`src/rtl/lfsr_rand_gen.sv`:
```
// Parametrised LFSR (Fibonacci or Galois) with seed load, zero-lockup recovery
// and a bounded rejection-sampling draw engine behind a req/done handshake.
module lfsr_rand_gen #(
  parameter int unsigned      WIDTH     = 12,
  parameter logic [WIDTH-1:0] TAPS      = 12'hE08,
  parameter logic [WIDTH-1:0] SEED      = 12'hB76,
  parameter bit               GALOIS    = 1'b0,
  parameter int unsigned      MAX_TRIES = 16
) (
  input  logic             clk,
  input  logic             reset,
  input  logic             step_en,
  input  logic             load,
  input  logic [WIDTH-1:0] load_value,
  input  logic             req,
  input  logic [WIDTH-1:0] limit,
  output logic             busy,
  output logic             done,
  output logic [WIDTH-1:0] rnd_out,
  output logic [WIDTH-1:0] value,
  output logic             wrap
);

  localparam int unsigned   TW       = (MAX_TRIES > 1) ? $clog2(MAX_TRIES) : 1;
  localparam logic [TW-1:0] LAST_TRY = TW'(MAX_TRIES - 1);

  typedef enum logic {IDLE, DRAW} state_e;

  state_e           fsm_q, fsm_d;
  logic [WIDTH-1:0] lfsr_q, lfsr_d;
  logic [WIDTH-1:0] lim_q, lim_d;
  logic [WIDTH-1:0] mask_q, mask_d;
  logic [TW-1:0]    tries_q, tries_d;
  logic [WIDTH-1:0] rnd_q, rnd_d;
  logic             done_q, done_d;
  logic             wrap_q, wrap_d;
  logic             advance;
  logic [WIDTH-1:0] cand, nxt;

  function automatic logic [WIDTH-1:0] lfsr_next(input logic [WIDTH-1:0] s);
    if (GALOIS)
      return {s[WIDTH-2:0], 1'b0} ^ ({WIDTH{s[WIDTH-1]}} & {TAPS[WIDTH-2:0], 1'b1});
    else
      return {s[WIDTH-2:0], ^(s & TAPS)};
  endfunction

  // Smear the highest set bit downward: smallest 2^m-1 covering v.
  function automatic logic [WIDTH-1:0] fill_ones(input logic [WIDTH-1:0] v);
    logic [WIDTH-1:0] m;
    m = v;
    for (int sh = 1; sh < int'(WIDTH); sh = sh * 2) m = m | (m >> sh);
    return m;
  endfunction

  assign cand    = lfsr_q & mask_q;
  assign nxt     = lfsr_next(lfsr_q);
  assign advance = step_en || (fsm_q == DRAW) || (fsm_q == IDLE && req);

  always_comb begin
    fsm_d   = fsm_q;
    lim_d   = lim_q;
    mask_d  = mask_q;
    tries_d = tries_q;
    rnd_d   = rnd_q;
    done_d  = 1'b0;
    unique case (fsm_q)
      IDLE: begin
        if (req) begin
          fsm_d   = DRAW;
          lim_d   = limit;
          mask_d  = fill_ones(limit);
          tries_d = '0;
        end
      end
      DRAW: begin
        if (cand <= lim_q) begin
          rnd_d  = cand;
          done_d = 1'b1;
          fsm_d  = IDLE;
        end else if (tries_q == LAST_TRY) begin
          // Dropping the top mask bit guarantees the result is within range.
          rnd_d  = cand & (mask_q >> 1);
          done_d = 1'b1;
          fsm_d  = IDLE;
        end else begin
          tries_d = tries_q + 1'b1;
        end
      end
      default: fsm_d = IDLE;
    endcase
  end

  always_comb begin
    lfsr_d = lfsr_q;
    wrap_d = 1'b0;
    if (load) begin
      lfsr_d = (load_value == '0) ? SEED : load_value;
    end else if (lfsr_q == '0) begin
      lfsr_d = SEED;
    end else if (advance) begin
      lfsr_d = nxt;
      wrap_d = (nxt == SEED);
    end
  end

  always_ff @(posedge clk) begin
    if (reset) begin
      fsm_q   <= IDLE;
      lfsr_q  <= SEED;
      lim_q   <= '0;
      mask_q  <= '0;
      tries_q <= '0;
      rnd_q   <= '0;
      done_q  <= 1'b0;
      wrap_q  <= 1'b0;
    end else begin
      fsm_q   <= fsm_d;
      lfsr_q  <= lfsr_d;
      lim_q   <= lim_d;
      mask_q  <= mask_d;
      tries_q <= tries_d;
      rnd_q   <= rnd_d;
      done_q  <= done_d;
      wrap_q  <= wrap_d;
    end
  end

  assign busy    = (fsm_q == DRAW);
  assign done    = done_q;
  assign rnd_out = rnd_q;
  assign value   = lfsr_q;
  assign wrap    = wrap_q;

endmodule

```
`config.mk`:
```
export PLATFORM = sky130hd
export DESIGN_NAME = lfsr_rand_gen
export DESIGN_NICKNAME = d
export VERILOG_FILES = /design/src/rtl/lfsr_rand_gen.sv
export SDC_FILE = /design/constraint.sdc
export NUM_CORES = 1
export LEC_CHECK = 0
export CORE_AREA = 5 5 89 91
export DETAILED_ROUTE_END_ITERATION = 6
export DIE_AREA = 0 0 94 96
export PLACE_DENSITY_LB_ADDON = 0.12
export REMOVE_ABC_BUFFERS = 1
export SYNTH_ARGS = -nofsm -noshare
export SYNTH_HDL_FRONTEND = slang
export SYNTH_SLANG_ARGS = --single-unit
```
`constraint.sdc`:
```
create_clock -name clk -period 5.15 [get_ports clk]
set_clock_uncertainty 0.15 [all_clocks]
set_input_delay 0.7725 -clock clk [delete_from_list [all_inputs] [get_ports clk]]
set_output_delay 0.7725 -clock clk [all_outputs]
set_load 0.1 [all_outputs]
```
; After elaboration in Yosys (flattened, before gate mapping)
; Cells that the tools add are included.
[totals]
inputBits = 29
output_inout_bits = 27
word_cells = 52
reg_bits = 55
[classes]
bitwise = 8
reduce_logical = 13
eq_ne = 5
n_lt_le_gt_ge = 1
mux = 16
n_addsub = 1
[op_table]
columns = operator, count
row1 = $mux W12, 6
row2 = $logic_not A12 Y1, 2
row3 = $and A12 B11 Y12, 1
row4 = $and A12 B12 Y12, 1
row5 = $eq A12 B12 Y1 const B, 1
row6 = $le A12 B12 Y1, 1
row7 = $mux W4, 3
row8 = $or A12 B10 Y12, 1
row9 = $or A12 B11 Y12, 1
row10 = $or A12 B4 Y12, 1
row11 = $or A12 B8 Y12, 1
row12 = $reduce_xor A12 Y1, 1
row13 = $pmux W4 S2, 1
row14 = $ne A2 B2 Y1 const B, 3
row15 = $mux W1, 5
row16 = $add A4 B1 Y4 const B, 1
row17 = $eq A4 B4 Y1 const B, 1
row18 = $reduce_and A2 Y1, 2
row19 = $reduce_or A4 Y1, 1
row20 = $reduce_and A3 Y1, 1
row21 = $reduce_bool A3 Y1, 1
row22 = $logic_or A1 B1 Y1, 2
row23 = $not A1 Y1, 2
row24 = $pmux W1 S2, 1
row25 = 3 further kinds, 3

; Depth between registers and ports, before layout
; Gate-level depths: netlist (run 1).
[depth]
ltp_word = 6
ltp_mapped = 9
mapped_depth_nobuf = 8

; Worst setup path after synthesis (run 1)
; No wires, ideal clock.
[synth_timing]
kind = flip-flop to flip-flop
startpoint = register lfsr_q[5] (netlist: value[5])
endpoint = register rnd_q[6] (netlist: rnd_out[6])
synth_period_minus_slack_ps = 3252
t_required_ps = 4882
t_arrival_ps = 2984
n_path_buf = 1
path_slack_ps = 1898
path_stages_with_launch = 10
setup_time_ps = 118
path_cell_list = dfxtp_1 and2_1 ha_1 a21oi_1 a21oi_1 o21a_1 or4b_1 and3_4 buf_6 a22o_1
[synth_via]
elab_chain_cells = 4
word_cells_on_any_way = 5
cone_classes = order compare (1) / mux (1) / bitwise (1) / reduce/logical (2)
[synth_rtl]
columns = element, line_no
row1 = "start, declared", 30  ; logic [WIDTH-1:0] lfsr_q, lfsr_d;
row2 = "start signal, assigned", 118  ; lfsr_q <= lfsr_d;
row3 = $and A12 B12 Y12 *, 55  ; assign cand = lfsr_q & mask_q;
row4 = $le A12 B12 Y1 *, 76  ; if (cand <= lim_q) begin
row5 = $reduce_bool A2 Y1 (no line), -
row6 = $reduce_and A2 Y1 (no line), -
row7 = "end signal, assigned", 122  ; rnd_q <= rnd_d;
row8 = "end, declared", 34  ; logic [WIDTH-1:0] rnd_q, rnd_d;
; Every way passes the cells marked *; elsewhere a longest branch is shown, timed or not.
; A chain may end at the register's enable or synchronous reset.

; Worst setup path after layout (run 1)
[layout_timing]
startpoint = register lfsr_q[1] (netlist: value[1])
endpoint = register rnd_q[10] (netlist: rnd_out[10])
; Same word-level chain as after synthesis.

==> results of run 1 <==
sequential cells by signal, indices dropped and copies added (netlist names):
name     count
tries_q      4
wrap         1
mask_q      11
lim_q       12
value       12
busy         1
rnd_out     12
done         1
stage by stage:
| step | hold slack (ns) | cells | utilization (%) | instance area [µm²] |
|---|---|---|---|---|
| 3_3_place_gp | 0.293 | 462 | 46.1 | 3250 |
| 2_1_floorplan | 0.280 | 305 | - | 2550 |
| 3_5_place_dp | 0.296 | 462 | 46.1 | 3250 |
| 5_1_grt | 0.320 | 468 | 47.2 | 3330 |
| 4_1_cts | 0.310 | 468 | 47.2 | 3330 |
| 6_report | 0.308 | 468 | 47.2 | 3330 |
final timing paths:
kind                         start                        to  slack (ns)  cells past startpoint
max          value[1]$_SDFFE_PP1P_  rnd_out[10]$_SDFFE_PP0P_        2.15                      8
min          lim_q[8]$_SDFFE_PP0P_     lim_q[8]$_SDFFE_PP0P_        0.31                      2
max reg2reg  value[1]$_SDFFE_PP1P_  rnd_out[10]$_SDFFE_PP0P_        2.15                      8
min reg2reg  lim_q[8]$_SDFFE_PP0P_     lim_q[8]$_SDFFE_PP0P_        0.31                      2
where the power goes:
group	leakage, nW	internal, mW	total (mW)	switching (mW)
clock network	0.0431	0.104	0.233	0.129
registers	0.444	0.445	0.473	0.0280
logic	0.776	0.103	0.314	0.211
worst reg2reg max path, cell delays in order (launching register included):
cell and delay (ns):
dfxtp_1 0.49, and2_1 0.21, ha_1 0.24, nor2b_1 0.13, o211ai_1 0.17, a211oi_1 0.13
or4b_1 0.59, a21oi_2 0.57, a32o_1 0.27
cell usage in the layout, fill, tap and decap left out, types with 6 or more instances in the layout:
cell type,count
a211oi_1,8
nand2b_1,11
inv_1,15
nand3_1,6
clkbuf_8,6
a32o_1,10
a21oi_1,30
and2_1,11
nand2_1,54
ha_1,12
nor3_1,13
nor4_1,9
o21ai_0,12
nor2_1,17
dfxtp_1,54
clkdlybuf4s50_1,55
final cells by class:
cell class	count	share of cell area, %
tap	99	3.71
inverter	15	1.69
clock buffer	6	2.48
timing repair buffer	58	17.2
multi-input combinational	236	42.5
sequential	54	32.4
cells by family after synthesis:
| logic type | Yosys count |
|---|---|
| muxes | 2 |
| and+or+nand+nor | 139 |
| DFF | 54 |
| xor gates and xnor gates | 4 |
| adders and majority gates | 12 |
| buffers and inverters | 32 |
| AOI/OAI and AO/OA | 79 |
layer usage:
layer / vias to the layer above / global-route usage [%]
met3: 7 / 2.74
met5: - / 0
li1: 1232 / -
met4: 0 / 4.69
met1: 1141 / 21.2
met2: 52 / 28.3
==> impl_summary.md, run 1 <==
Clocking
The clock tree synthesis step divided the H-tree into 2 levels. The cell chosen for the clock root is clkbuf_8. The number of hold buffers added after CTS is 0. The clock reaches the later pin of the worst-skew pair after ~0.30 ns. The number of clock buffers added by TritonCTS is 5.

The CTS tree is done. The worst-case clock buffer depth is 2. The post-cts gate resize count is 0. The number of buffers inserted to repair setup after CTS is 0. The register clock-pin slew on the reported worst setup and hold paths is 0.09 ns. The clock sink count is 54.

Setup path
For the worst setup path, the data required time is 5.24 ns. The buffer and inverter count on the worst path is 0. The highest cell delay on the worst timing path is between 0.5 and 0.6 ns. The master of the slowest instance on the critical path is or4b_1. The largest delay contributor family on the critical path is compound AO/OA/AOI/OAI gates. The worst setup path is launched from a register. The biggest fanout along the worst timing path is 12. The critical path capture point type is a register.

The worst path arrival time is just over 3 ns. The critical path goes through and2_1, ha_1, nor2b_1, o211ai_1, a211oi_1, or4b_1, a21oi_2, a32o_1. By startpoint and endpoint, the worst setup path is classified as reg2reg.

Logic synthesis
Summed over all instances, the cell type with the most area after synthesis is dfxtp_1. Summing the areas of all fa, ha and maj instances in the mapped netlist gives 5.71% of the synthesized area. Sorting the synthesized cells by area gives the leading types as dfxtp_1, nand2_1, a21oi_1. The share of cell area taken by muxes after synthesis is 0.761%.

After Yosys synthesis, and, or, nand and nor cells account for around a quarter of the synthesized area. For this run, asynchronously set or reset flops after synthesis account for 0%. The number of standard cells after synthesis is 322. In this run, synthesis produced a sequential element count of 54. The number of different library cells in the post-synthesis netlist is 45.

The compound-cell area share of the yosys netlist is 19.9%. The top-area cell type share of the netlist area is between 40 and 50%. The most common flop cell mapped by yosys is dfxtp_1. Sequential elements use approximately 40% of the synthesized area. Ranked by instance count, the synthesized netlist is headed by dfxtp_1, nand2_1, a21oi_1, nor2_1, inv_1. A synthesized cell averages approximately 8.2 µm². By area, the combinational part of the netlist is dominated by simple AND/OR/NAND/NOR gates.

The netlist area before placement is 0.00263 mm². The Yosys step of the flow raised 0 warnings. In this run, synthesis inferred 0 flip-flops with an integrated enable. The post-synthesis share of cell area spent on xor and xnor gates is 1.33%.

Floorplanning
The initial utilization of the core area, before any placement, comes to 37.3%. The placeable core area is 0.00706 mm². 56 I/O pins were placed.

The horizontal die dimension is 94 µm. The die extent in y is 96 µm. After floorplanning, the core was divided into 31 placement rows.

The area enclosed by the die boundary is 0.00902 mm².

Finish
The filler cells instantiated in the layout total 722. The register cell area after layout is approximately 0.0011 mm². The number of antenna diodes in the final layout is 0. The layout cell share with drive strength beyond 1 is ~3.5%. The area taken by multi-input logic gates is 0.00142 mm². Relative to the synthesized area, the layout overhead comes to 26.7%. The final layout net count is about 400.

Routing
The first routing iteration left 107 violations. The number of routed nets with antenna violations is 0. Across all layers, the routed design uses 2,432 vias.

The met2 layer wire length in the routed design is 3.49 mm. In the routed layout, each cell is associated on average with a via count of 5.20. After detailed routing, the number of remaining DRC violations is 0. The first detailed-routing pass ran for 4 iterations.

The top routing layer in use is met4. In the final routing, the length of wire on met1 measures 3.30 mm. After detailed routing, the total wire length is 7.18 mm. The sum of met3 wire segment lengths after detailed routing is between 300 and 400 µm. The average wire per standard cell is 15.3 µm.

Min path
The classification of the worst-slack hold path is reg2reg.

Global route
The number of global-route vias before repair was around 2,400. The number of antenna violations at the first check in global routing was 0. The aggregate global routing overflow is 0. The overall fraction of global-route tracks in use is about 16%. The first global-routing pass estimated 11.6 mm of wire. The largest net degree at the start of global routing is 28.

Outcome
The run finished with clean final reports.

Pwr
Overall power consumption after layout is estimated at ~1.0 mW. Summed over all cells, the static leakage comes to 1.26 nW. VDD sags by at most 141 µV.

The areal power density over the cells is roughly 310 mW/mm².

STA
The slew at the pin closest to its max-slew limit is 0.988 ns. Setup repair after global routing left no endpoint under its margin. The setup slack of the critical path after layout is 2.15 ns. The final critical path takes up between 50% and 60% of the cycle. In this run the tightest slew margin relative to its limit is 33.9%. Based on the critical path, the design can be clocked at up to 334 MHz. Setup violations remaining at the end of the flow were counted as 0. The post-route setup TNS is 0 ns. The time the worst path needs with I/O delays and setup is 3.00 ns.

The hold violation total from the final report came to 0. The max-slew violation count is 0.

Place
OpenSTA, run right after detailed placement, puts the worst setup slack at 1.96 ns. The congestion estimate from routability-driven global placement came to 0.787. Summed over all nets, the half-perimeter wirelength after detailed placement is 5.37 mm.

The count of input and output buffers is 55.

Run
The tool flagged a number of max-cap violations equal to 0.
(Power assumes the default switching activity.)
==> run 2, diff against run 1 <==
- clock period: 5.15 -> 3 ns (I/O delays scaled with it)
==> run 2 against run 1 <==
Sequential share of layout area is 0.29 points lower. Global-route usage is 0.54 points higher. First-iteration DRC count is 2.8% higher. Worst setup slack worse by 1.8 ns. Clock power is 72% higher. Cell area is 0.90% higher. Total power is 75% higher.
==> impl_summary.md, run 2 (synthesis results as in run 1) <==
Clocking
The clock insertion delay at the later pin of the skew report is 0.30 ns (about the same). The worst-case clock buffer depth is 2 (unchanged). The level count of the clock H-tree is 2 (unchanged). The post-cts gate resize count is 0 (unchanged). The CTS buffer count is 5 (unchanged). The cell chosen for the clock root is clkbuf_8 (unchanged). The register clock-pin slew on the reported worst setup and hold paths is 0.09 ns (about the same). The CTS tree is done (unchanged).

The number of hold buffers added after CTS is 0 (unchanged). The clock sink count came to 54 (unchanged). The number of buffers inserted to repair setup after CTS is 0 (unchanged).

Floorplanning
The area enclosed by the die boundary is 0.00902 mm² (unchanged). The placeable core area came to 0.00706 mm² (unchanged). The row count is 31 (unchanged). The die extent in y was 96 µm (unchanged). The horizontal die dimension is 94 µm (unchanged). The effective utilization at floorplan was 37.3% (unchanged).

The number of top-level pins is 56 (unchanged).

Routing
The aggregate routed wire length was 7.29 mm (was 7.18 mm). The count of TritonRoute iterations in the first routing pass is 4 (unchanged). The vias after detailed routing is 2,460 (was 2,432). The number of DRC violations after detailed routing is 0 (unchanged).

The average wire per standard cell is 15.1 µm (was 15.3 µm). The via density per instance came to 5.11 (was 5.20). The initial detailed-routing violation count is 110 (was 107). The number of routed nets with antenna violations is 0 (unchanged).

Place
The final weighted congestion in routability-driven placement was 0.808 (was 0.787). The worst-case setup slack after placement is 0.119 ns (was 1.96 ns). The final HPWL from detailed placement is 5.64 mm (was 5.37 mm).

The number of cells in the design after placement is 475 (was 462). The count of input and output buffers is 55 (unchanged).

Pwr
The switching share of power is 35.8% (was 36.1%). The worst supply voltage drop on vdd is 219 µV (was 141 µV). The clock network fraction of design power is 22.5% (was 22.9%). The register share of total power was 45.2% (was 46.4%).

The total power after layout came to 1.78 mW (was 1.02 mW). The static leakage is 1.36 nW (was 1.26 nW). The design internal power is 1.14 mW (was 652 µW). The areal power density over the cells is 529 mW/mm² (was 306 mW/mm²). The proportion of power drawn by combinational gates is 32.3% (was 30.7%).

The net switching component of the power came to 637 µW (was 368 µW).

Setup path
The highest cell delay on the worst timing path is 0.59 ns (about the same). The largest delay contributor family on the critical path is simple AND/OR/NAND/NOR gates (was compound AO/OA/AOI/OAI gates). The class of the most critical setup path is reg2reg (unchanged). The master of the slowest instance on the critical path is or4b_1 (unchanged).

The worst path arrival time is 2.76 ns (was 3.09 ns). The critical path capture point type is a register (unchanged). The startpoint kind of the worst setup timing path is a register (unchanged).

The buffer and inverter count on the worst path is 1 (was 0). The data required time at the worst endpoint is 3.10 ns (was 5.24 ns). The biggest fanout along the worst timing path is 8 (was 12). CP cell instances: and2_1, ha_1, a21oi_1, a211oi_1, or4b_1, a21oi_2, buf_4, a32o_1 (was and2_1, ha_1, nor2b_1, o211ai_1, a211oi_1, or4b_1, a21oi_2, a32o_1).

STA
The setup slack of the critical path after layout is 0.338 ns (was 2.15 ns). The maximum achievable frequency is 376 MHz (was 334 MHz). The time the worst path needs with I/O delays and setup is 2.66 ns (was 3.00 ns). The remaining max-slew budget at the tightest pin is 71.6% (was 33.9%). The final-layout worst hold slack came to 0.310 ns (was 0.308 ns). The final worst-path cycle share is 88.7% (was 58.2%). The slew at the pin closest to its max-slew limit came to 0.422 ns (was 0.988 ns). The final setup violation count is 0 (unchanged). Setup repair after global routing missed its margin: no (unchanged). The max-slew violation count is 0 (unchanged).

The hold violation total from the final report is 0 (unchanged).

Finish
Most frequent cells in the layout: nand2_1, dfxtp_1, buf_4 (was clkdlybuf4s50_1, nand2_1, dfxtp_1). The fill cell total of the finished layout is 767 (was 722). The layout cell share with drive strength beyond 1 is 13.9% (was 3.52%).

The final layout net count is 424 (was 411). The number of standard cells in the layout, taps in and fillers out is 481 (was 468). The area growth from synthesis to final layout is 27.9% (was 26.7%). The number of diodes added for antenna fixing is 0 (unchanged).

Global route
The number of antenna violations at the first check in global routing was 0 (unchanged). The wire length of the first global-routing pass is 12.0 mm (was 11.6 mm). The overall fraction of global-route tracks in use is 17.0% (was 16.4%). The number of global-route vias before repair is 2,375 (was 2,364). The aggregate global routing overflow is 0 (unchanged). The largest net degree at the start of global routing was 24 (was 28).

Outcome
Result of the run: complete, no violations (unchanged).

Run
The count of max-cap constraint violations came to 0 (unchanged).

Min path
The classification of the worst-slack hold path is reg2reg (unchanged).
==> run 2: cell types whose count changed in the layout (fill, tap and decap cells not counted) <==
| cell | change |
|---|---|
| buf_4 | +40 |
| clkdlybuf4s50_1 | -27 |
==> run 2: path summary, 6_finish.rpt <==
kind	endpoint	slack [ns]	startpoint	depth (start not counted)
max	rnd_out[4]$_SDFFE_PP0P_	0.34	value[3]$_SDFFE_PP0P_	8
min	lim_q[5]$_SDFFE_PP0P_	0.31	lim_q[5]$_SDFFE_PP0P_	2
max reg2reg	rnd_out[4]$_SDFFE_PP0P_	0.34	value[3]$_SDFFE_PP0P_	8
min reg2reg	lim_q[5]$_SDFFE_PP0P_	0.31	lim_q[5]$_SDFFE_PP0P_	2
==> run 2: worst register-to-register path: cells and delay by family, from the launching register on <==
family                     cells  cell delay, ns
and+or+nand+nor                2            0.80
DFF                            1            0.49
AOI/OAI and AO/OA              4            0.72
buffers and inverters          1            0.21
adders and majority gates      1            0.26
==> run 2: per-stage QoR <==
| stage | area [µm²] | utilization, % | TNS, ns |
|---|---|---|---|
| after floorplan | 2550 | - | -2.47 |
| after global placement | 3280 | 46.5 | 0 |
| after detailed placement | 3280 | 46.5 | 0 |
| after CTS | 3360 | 47.7 | 0 |
| after global routing | 3360 | 47.7 | 0 |
| final | 3360 | 47.7 | 0 |
==> run 2: cell type report <==
class | instances | area, µm² | share of cell area [%]
sequential | 54 | 1080 | 32.1
tap | 99 | 124 | 3.68
multi-input combinational | 236 | 1420 | 42.1
clock buffer | 6 | 82.6 | 2.45
inverter | 15 | 56.3 | 1.67
timing repair buffer | 71 | 603 | 17.9
==> run 2: layer usage <==
| layer | track usage, % | vias up | part of all wire [%] |
|---|---|---|---|
| li1 | - | 1258 | - |
| met1 | 23.6 | 1146 | 48 |
| met2 | 27.2 | 52 | 47 |
| met3 | 2.97 | 4 | 3.7 |
| met4 | 4.57 | 0 | 0.86 |
| met5 | 0 | - | 0 |
==> run 2: power by group through the flow <==
stage	Combinational, mW	Sequential [mW]	Clock (mW)
6_report	0.576	0.805	0.400
5_1_grt	0.628	0.813	0.442
4_1_cts	0.580	0.806	0.417
3_5_place_dp	0.578	0.822	0
3_3_place_gp	0.577	0.822	0
2_1_floorplan	0.219	0.967	0
==> run 3, diff against run 2 <==
- HOLD_SLACK_MARGIN: unset -> 0.05
==> results of run 3 <==
Final layout, timing and power as in run 2 (identical DEF).
